### config.mk
export PLATFORM = sky130hd
export DESIGN_NAME = dp_exec_ctrl
export DESIGN_NICKNAME = d
export VERILOG_FILES = /design/src/rtl/dp_exec_ctrl.sv
export SDC_FILE = /design/constraint.sdc
export NUM_CORES = 1
export LEC_CHECK = 0
export CORE_ASPECT_RATIO = 1.4
export CORE_MARGIN = 2
export CORE_UTILIZATION = 25
export CTS_CLUSTER_SIZE = 28
export DETAILED_ROUTE_END_ITERATION = 8
export PLACE_DENSITY = 0.61
export RECOVER_POWER = 100
export SYNTH_ARGS = -nofsm -noshare
export SYNTH_HDL_FRONTEND = slang
export SYNTH_SLANG_ARGS = --single-unit
### constraint.sdc
create_clock -name clk -period 2.1 [get_ports clk]
set_input_delay 0.42 -clock clk [delete_from_list [all_inputs] [get_ports clk]]
set_output_delay 0.42 -clock clk [all_outputs]
set_load 0.05 [all_outputs]
### src/rtl/dp_exec_ctrl.sv
// dp_exec_ctrl: initiator side of the 32-bit ALU for ARM data-processing ops.
// Takes one decoded request, drives the ALU, evaluates the condition field
// against the NZCV register, and issues a single register-file writeback.
// Optional build macro: DP_PERF_CNT_EN adds the exec_cnt/skip_cnt counters.
module dp_exec_ctrl #(
  parameter int unsigned REG_AW   = 4,
  parameter logic [3:0]  NZCV_RST = 4'b0000
) (
  input  logic              clk,
  input  logic              rst,
  input  logic              req_valid,
  output logic              req_ready,
  input  logic [3:0]        req_opcode,
  input  logic [3:0]        req_cond,
  input  logic              req_s,
  input  logic [REG_AW-1:0] req_rd,
  input  logic [31:0]       req_a,
  input  logic [31:0]       req_b,
  input  logic              req_sco,
  output logic [3:0]        alu_op,
  output logic [31:0]       alu_a,
  output logic [31:0]       alu_b,
  output logic              alu_sco,
  output logic              alu_cf,
  output logic              alu_vf,
  input  logic [31:0]       alu_f,
  input  logic              alu_n,
  input  logic              alu_z,
  input  logic              alu_c,
  input  logic              alu_v,
  output logic              rf_we,
  output logic [REG_AW-1:0] rf_waddr,
  output logic [31:0]       rf_wdata,
  output logic [3:0]        nzcv,
  output logic              done,
  output logic              skipped,
`ifdef DP_PERF_CNT_EN
  output logic [31:0]       exec_cnt,
  output logic [31:0]       skip_cnt,
`endif
  output logic              busy
);

  typedef enum logic [1:0] {StIdle, StExec, StWb} state_e;

  state_e              state_q, state_d;
  logic [3:0]          opcode_q, cond_q, op_q;
  logic                s_q, sco_q;
  logic [REG_AW-1:0]   rd_q;
  logic [31:0]         a_q, b_q;
  logic [3:0]          nzcv_q;
  logic                rf_we_q, done_q, skipped_q;
  logic [REG_AW-1:0]   rf_waddr_q;
  logic [31:0]         rf_wdata_q;
  logic                accept, test_cls, cond_pass;

  // TST/TEQ/CMP/CMN share the AND/EOR/SUB/ADD datapath; everything else is 1:1.
  function automatic logic [3:0] map_op(input logic [3:0] opc);
    case (opc)
      4'b1000: map_op = 4'b0000;
      4'b1001: map_op = 4'b0001;
      4'b1010: map_op = 4'b0010;
      4'b1011: map_op = 4'b0100;
      default: map_op = opc;
    endcase
  endfunction

  // ARM condition codes against flags {N,Z,C,V}.
  function automatic logic cond_ok(input logic [3:0] c, input logic [3:0] f);
    logic n, z, cf, v;
    {n, z, cf, v} = f;
    case (c)
      4'h0:    cond_ok = z;
      4'h1:    cond_ok = !z;
      4'h2:    cond_ok = cf;
      4'h3:    cond_ok = !cf;
      4'h4:    cond_ok = n;
      4'h5:    cond_ok = !n;
      4'h6:    cond_ok = v;
      4'h7:    cond_ok = !v;
      4'h8:    cond_ok = cf & !z;
      4'h9:    cond_ok = !cf | z;
      4'hA:    cond_ok = (n == v);
      4'hB:    cond_ok = (n != v);
      4'hC:    cond_ok = !z & (n == v);
      4'hD:    cond_ok = z | (n != v);
      4'hE:    cond_ok = 1'b1;
      default: cond_ok = 1'b0;
    endcase
  endfunction

  assign accept    = req_valid && (state_q == StIdle);
  assign test_cls  = (opcode_q[3:2] == 2'b10);
  assign cond_pass = cond_ok(cond_q, nzcv_q);

  // Next-state logic: fixed three-step sequence, no early exits.
  always_comb begin
    state_d = state_q;
    case (state_q)
      StIdle:  if (req_valid) state_d = StExec;
      StExec:  state_d = StWb;
      StWb:    state_d = StIdle;
      default: state_d = StIdle;
    endcase
  end

  // State register.
  always_ff @(posedge clk) begin
    if (rst) state_q <= StIdle;
    else     state_q <= state_d;
  end

  // Request capture on accept; fields feed the ALU during EXEC.
  always_ff @(posedge clk) begin
    if (rst) begin
      opcode_q <= '0;
      cond_q   <= '0;
      op_q     <= '0;
      s_q      <= 1'b0;
      sco_q    <= 1'b0;
      rd_q     <= '0;
      a_q      <= '0;
      b_q      <= '0;
    end else if (accept) begin
      opcode_q <= req_opcode;
      cond_q   <= req_cond;
      op_q     <= map_op(req_opcode);
      s_q      <= req_s;
      sco_q    <= req_sco;
      rd_q     <= req_rd;
      a_q      <= req_a;
      b_q      <= req_b;
    end
  end

  // End of EXEC: capture ALU result and flags so they are visible during WB.
  always_ff @(posedge clk) begin
    if (rst) begin
      nzcv_q     <= NZCV_RST;
      rf_we_q    <= 1'b0;
      done_q     <= 1'b0;
      skipped_q  <= 1'b0;
      rf_waddr_q <= '0;
      rf_wdata_q <= '0;
    end else begin
      rf_we_q   <= 1'b0;
      done_q    <= 1'b0;
      skipped_q <= 1'b0;
      if (state_q == StExec) begin
        done_q <= 1'b1;
        if (cond_pass) begin
          if (!test_cls) begin
            rf_we_q    <= 1'b1;
            rf_waddr_q <= rd_q;
            rf_wdata_q <= alu_f;
          end
          if (s_q || test_cls) nzcv_q <= {alu_n, alu_z, alu_c, alu_v};
        end else begin
          skipped_q <= 1'b1;
        end
      end
    end
  end

`ifdef DP_PERF_CNT_EN
  logic [31:0] exec_cnt_q, skip_cnt_q;

  // Completion counters; wrap naturally at 2^32.
  always_ff @(posedge clk) begin
    if (rst) begin
      exec_cnt_q <= '0;
      skip_cnt_q <= '0;
    end else if (done_q) begin
      if (skipped_q) skip_cnt_q <= skip_cnt_q + 32'd1;
      else           exec_cnt_q <= exec_cnt_q + 32'd1;
    end
  end

  assign exec_cnt = exec_cnt_q;
  assign skip_cnt = skip_cnt_q;
`endif

  assign req_ready = (state_q == StIdle);
  assign busy      = (state_q != StIdle);
  assign alu_op    = op_q;
  assign alu_a     = a_q;
  assign alu_b     = b_q;
  assign alu_sco   = sco_q;
  assign alu_cf    = nzcv_q[1];
  assign alu_vf    = nzcv_q[0];
  assign nzcv      = nzcv_q;
  assign rf_we     = rf_we_q;
  assign rf_waddr  = rf_waddr_q;
  assign rf_wdata  = rf_wdata_q;
  assign done      = done_q;
  assign skipped   = skipped_q;

endmodule
# Word-level counts from Yosys, hierarchy flattened

Cells that the tools add are included.

Register bits after elaboration: 127
Bits in latches: 0
RAM bits: 0
Memory bits (read-only): 0
Input port bits: 117
Output and inout bits: 116
Word-level logic and storage cells: 65
Memories kept: 0

Add/subtract/negate cells: 0
$mul: 0
Divide/modulo/power cells: 0
Magnitude comparators: 0
Eq/ne operators: 23
Shifts and indexed selects: 0
Muxes and demuxes: 7
Bitwise gates (word level): 7
Reductions and logical operators: 13

Operators with widths:

| cell                                                            | count |
|---|---|
| 4-bit == test, second input constant                            | 11 |
| 4-bit by 3-bit == test with 1-bit output, second input constant | 4 |
| 4-bit case mux with 4 select lines                              | 1 |
| 1-bit case mux with 15 select lines                             | 1 |
| 4-bit by 2-bit == test with 1-bit output, second input constant | 2 |
| 3-bit AND reduction                                             | 2 |
| 4-bit by 1-bit == test with 1-bit output, second input constant | 1 |
| 1-bit logical NOT                                               | 4 |
| 4-bit logical NOT                                               | 1 |
| 2-bit case mux with 2 select lines                              | 1 |
| 1-bit 2-to-1 mux                                                | 3 |
| 1-bit NOT                                                       | 3 |
| 3-bit OR reduction                                              | 1 |
| 1-bit bitwise AND                                               | 2 |
| 2-bit by 1-bit == test with 1-bit output, second input constant | 1 |
| 2-bit == test, second input constant                            | 1 |
| 2-bit logical NOT                                               | 1 |
| 2-bit 2-to-1 mux                                                | 1 |
| 2-bit != test, second input constant                            | 1 |
| 1-bit OR                                                        | 2 |
| 2-bit nonzero test                                              | 1 |
| 2-bit OR reduction                                              | 1 |
| 1-bit == test                                                   | 1 |
| 1-bit logical AND                                               | 1 |
| other kinds (2)                                                 | 2 |

# Longest topological paths before layout

Depth after elaboration: 5
Depth in mapped cells: 8

# Least setup slack after synthesis

OpenSTA, ideal clock, no wires.

Kind: register to register
Start: register nzcv_q[0] (netlist: nzcv[0])
End: register rf_wdata_q[10] (netlist: rf_wdata[10])
Setup time: 0.140 ns
Arrival time: 1.988 ns
Required time: 1.960 ns
Setup slack: -0.029 ns
Cell stages (with the launch flop): 8
Buffers on the path: 2
Cell sequence: dfxtp_1 -> xnor2_2 -> o32ai_2 -> o311ai_4 -> a31o_1 -> buf_6 -> buf_12 -> o32ai_2

Word-level cells in the longest chain between the ends: 4
Elaborated cells between the ends (all ways): 7
Classes of those cells: eq/ne (2); mux (1); bitwise (2); reduce/logical (2)

Ends and longest elaborated chain:

| element                                        | line   | text |
|---|---|---|
| start, declared                                | 51     | `logic [3:0] nzcv_q;` |
| start signal, assigned                         | 157    | `if (s_q \|\| test_cls) nzcv_q <= {alu_n, alu_z, alu_c, alu_v};` |
| 1-bit != test or 1-bit == test (tied branches) | --     |  |
| 1-bit OR or 1-bit bitwise AND (tied branches)  | 86, 85 |  |
| 1-bit case mux with 15 select lines (*)        | 72     | `case (c)` |
| 3-bit AND reduction (no source line) (*)       | --     |  |
| end signal, assigned                           | 155    | `rf_wdata_q <= alu_f;` |
| end, declared                                  | 54     | `logic [31:0] rf_wdata_q;` |

Every way passes the cells marked *; elsewhere a longest branch is shown, timed or not.
A chain may end at the register's enable or synchronous reset.

# Final worst setup path

Start: register nzcv_q[3] (netlist: nzcv[3])
End: output nzcv[3]

RTL lines:

| element       | line | text |
|---|---|---|
| end, declared | 34   | `output logic [3:0] nzcv,` |

No word-level cell between the ends.

==> metrics <==
status=finished clean; syn_area_per_cell=~8.7 µm²; Synth top cells by count=158 x nand2_1, 125 x dfxtp_1, 84 x inv_1, 79 x a21oi_1; combinational power share=16.5%; Core ar.=around 20,000 µm²; slowest CP cell=clkdlybuf4s50_1; synth warn=0; crit path from=nzcv[3]; CTS sink cnt=around 130; TritonCTS clock tree=yes; layout cells sized above 1=around 7.7%; vias post-DR=4,518; switch share=a little over a quarter; first-pass GRT wire length=approximately 22,000 µm; Final Hold Viols=0; Clock Latency Late Sink=0.41 ns; Mapped Cells=approximately 580; Pint=between 4 and 5 mW; Yosys top cell area share=between 40% and 50%; top cells by area, synth=dfxtp_1 50%, nand2_1 12%, o32ai_2 10%; die height=about 170 µm; Synthesized Nets=~690; Residual DRC=0; GR Overflow Total=0; Reg-to-Reg Start=cond_q[1]; post-route setup slack=roughly 0.06 ns; initial antenna violation count=1; Yosys reg bits=125; Tot Pwr=6.582 mW; Die W=around 120 µm; CP Data Required Time=~1.7 ns; area leader, netlist=dfxtp_1; PwrDens=about 840 nW/µm²; setup TNS=0 ns; PortBufs=232; WHS=about 0.27 ns; Fillers=between 2,000 and 2,500; Worst Path Max Fanout=5; WL/cell=between 10 and 15 µm; Mapped Area=around 5000 µm²; WP data arrival=~1.6 ns; Total Wirelength=between 10,000 and 15,000 µm; antenna viol nets, final=0; vias in the first global route=between 4,000 and 5,000; Total GRT Usage=a little over an eighth; DP Worst Slack=0.07978 ns; clock share of power=44.9%; sequential power share=38.6%; Fmax=between 0.4 and 0.5 GHz; # rows=between 60 and 70; Final Instance Area=7873 µm²; MaxCap Viol Count=0; top-count cell post-synth=nand2_1; Worst Path Buf+Inv=1; cts bufs inserted=17; unique cell type count in the Yosys netlist=between 40 and 50; Post-synth EDFFs=0; predominant post-synthesis flop cell=dfxtp_1; leakage power=2.996 nW; fin crit share=a little over nine tenths; Finish-stage setup viols=0; Async SR Flop Fraction=0%; Initial DRC Count=approximately 220; synthesis-to-layout area growth=56.79%; Clock Skew=0.009762 ns; NetSw=around 1.8 mW; clock root cell=clkbuf_16; critical path capture point type=primary output; Max Root-Sink Buffers=2; IO Pins=233; largest net degree at the start of global routing=about 120; RSZ-0062 raised after global routing=false; final layout net count=908; # H-tree levels=4; CP Cell Sequence=clkdlybuf4s50_1; DR pass1 iterations=4; Crit Path Category=flip-flop to primary output; Largest delay share family, worst path=buffers and inverters; post-synthesis sequential area ratio=between 40% and 50%; worst slew pin tran=between 0.7 and 0.8 ns; Max rail drop VDD=about 0.41 mV; start point of the worst hold path=rst; Post-DP HPWL=slightly below 10,000 µm; CP max stage delay=just over 0.8 ns; DR vias/cell=between 4 and 5; dpl cell area=7541 µm²; Placer Congestion=approximately 0.74; Slew headroom=48.93%; minimum clock period=2.039 ns; worst hold path type=input pin to flip-flop; final slew viol count=0; CTS clk-pin slew, worst paths=roughly 0.06 ns; CP Launch Type=flip-flop; die area=~21,000 µm²; Initial Utilization=25.40%
-- state kept, by name, indices dropped and copies added (netlist names) --
register	cells
rf_we	1
done	1
skipped	1
alu_b	32
opcode_q	2
rf_wdata	32
rd_q	4
alu_op	4
rf_waddr	4
nzcv	4
state_q	2
cond_q	4
alu_sco	1
s_q	1
alu_a	32
-- metal layers --
layer  part of all wire, %  GRT usage [%]  wire length (µm)
met1                    40          14.87              5758
met2                    52          22.77              7485
met3                   6.8          4.642               994
met4                   2.0          5.682               284
met5                     0              0                 0
-- stage by stage --
step                      util, %  instances
after detailed placement    38.15       1024
after global routing        39.83       1057
after CTS                   41.21       1056
after floorplan                 -        575
final                       39.83       1057
after global placement      38.15       1024
-- what timing repair did --
action	CTS	global route
gates resized for setup	1	4
pin swaps	0	0
hold buffers	0	0
setup buffers	0	0
endpoints found under the setup margin	1	38
-- cells in the final DEF, fill, tap and decap left out, types with 2 or more instances in the layout --
master	count
a21oi_1	79
a31o_2	2
and2b_2	2
buf_12	4
buf_4	2
bufinv_16	2
clkbuf_1	3
clkbuf_16	17
clkbuf_2	3
clkbuf_8	5
clkdlybuf4s50_1	206
clkinv_2	4
clkinvlp_4	3
dfxtp_1	120
dfxtp_2	5
dlygate4sd3_1	19
inv_1	84
mux2i_1	2
nand2_1	158
nand2b_1	2
nand3_1	3
nor2_1	5
nor2b_1	3
nor3_1	2
o21ai_0	3
o32ai_1	39
o32ai_2	2
-- area by class of cell --
| class | count | area, µm² | area share, % |
|---|---|---|---|
| antenna | 1 | 2.502 | 0.03179 |
| clock buffer | 22 | 494.2 | 6.278 |
| clock inverter | 10 | 111.4 | 1.414 |
| inverter | 84 | 315.3 | 4.005 |
| multi-input combinational | 323 | 1723 | 21.88 |
| sequential | 125 | 2509 | 31.87 |
| tap | 252 | 315.3 | 4.005 |
| timing repair buffer | 240 | 2402 | 30.51 |
-- cell families after synthesis --
family	after synthesis	synth area share [%]
simple gates	184	15.13
mux	3	0.6230
xor+xnor	2	0.4985
compound gates	134	22.40
flops	125	49.84
buf+inv	127	11.51
-- power by group through the flow --
| stage | sequential [mW] | combinational (mW) | clock, mW |
|---|---|---|---|
| after global routing | 2.55 | 1.17 | 3.16 |
| after detailed placement | 2.59 | 1.15 | 0 |
| after CTS | 2.54 | 1.15 | 3.06 |
| after floorplan | 2.91 | 0.319 | 0 |
| after global placement | 2.59 | 1.14 | 0 |
| final | 2.54 | 1.09 | 2.96 |
-- final timing paths --
check	endpoint	slack, ns	cells past startpoint
setup / recovery	nzcv[3]	0.06	1
hold reg to reg	opcode_q[2]	0.45	2
setup reg to reg	nzcv[2]	0.20	5
hold / removal	state_q[1]	0.27	2
Power figures use the tool's default switching activity.
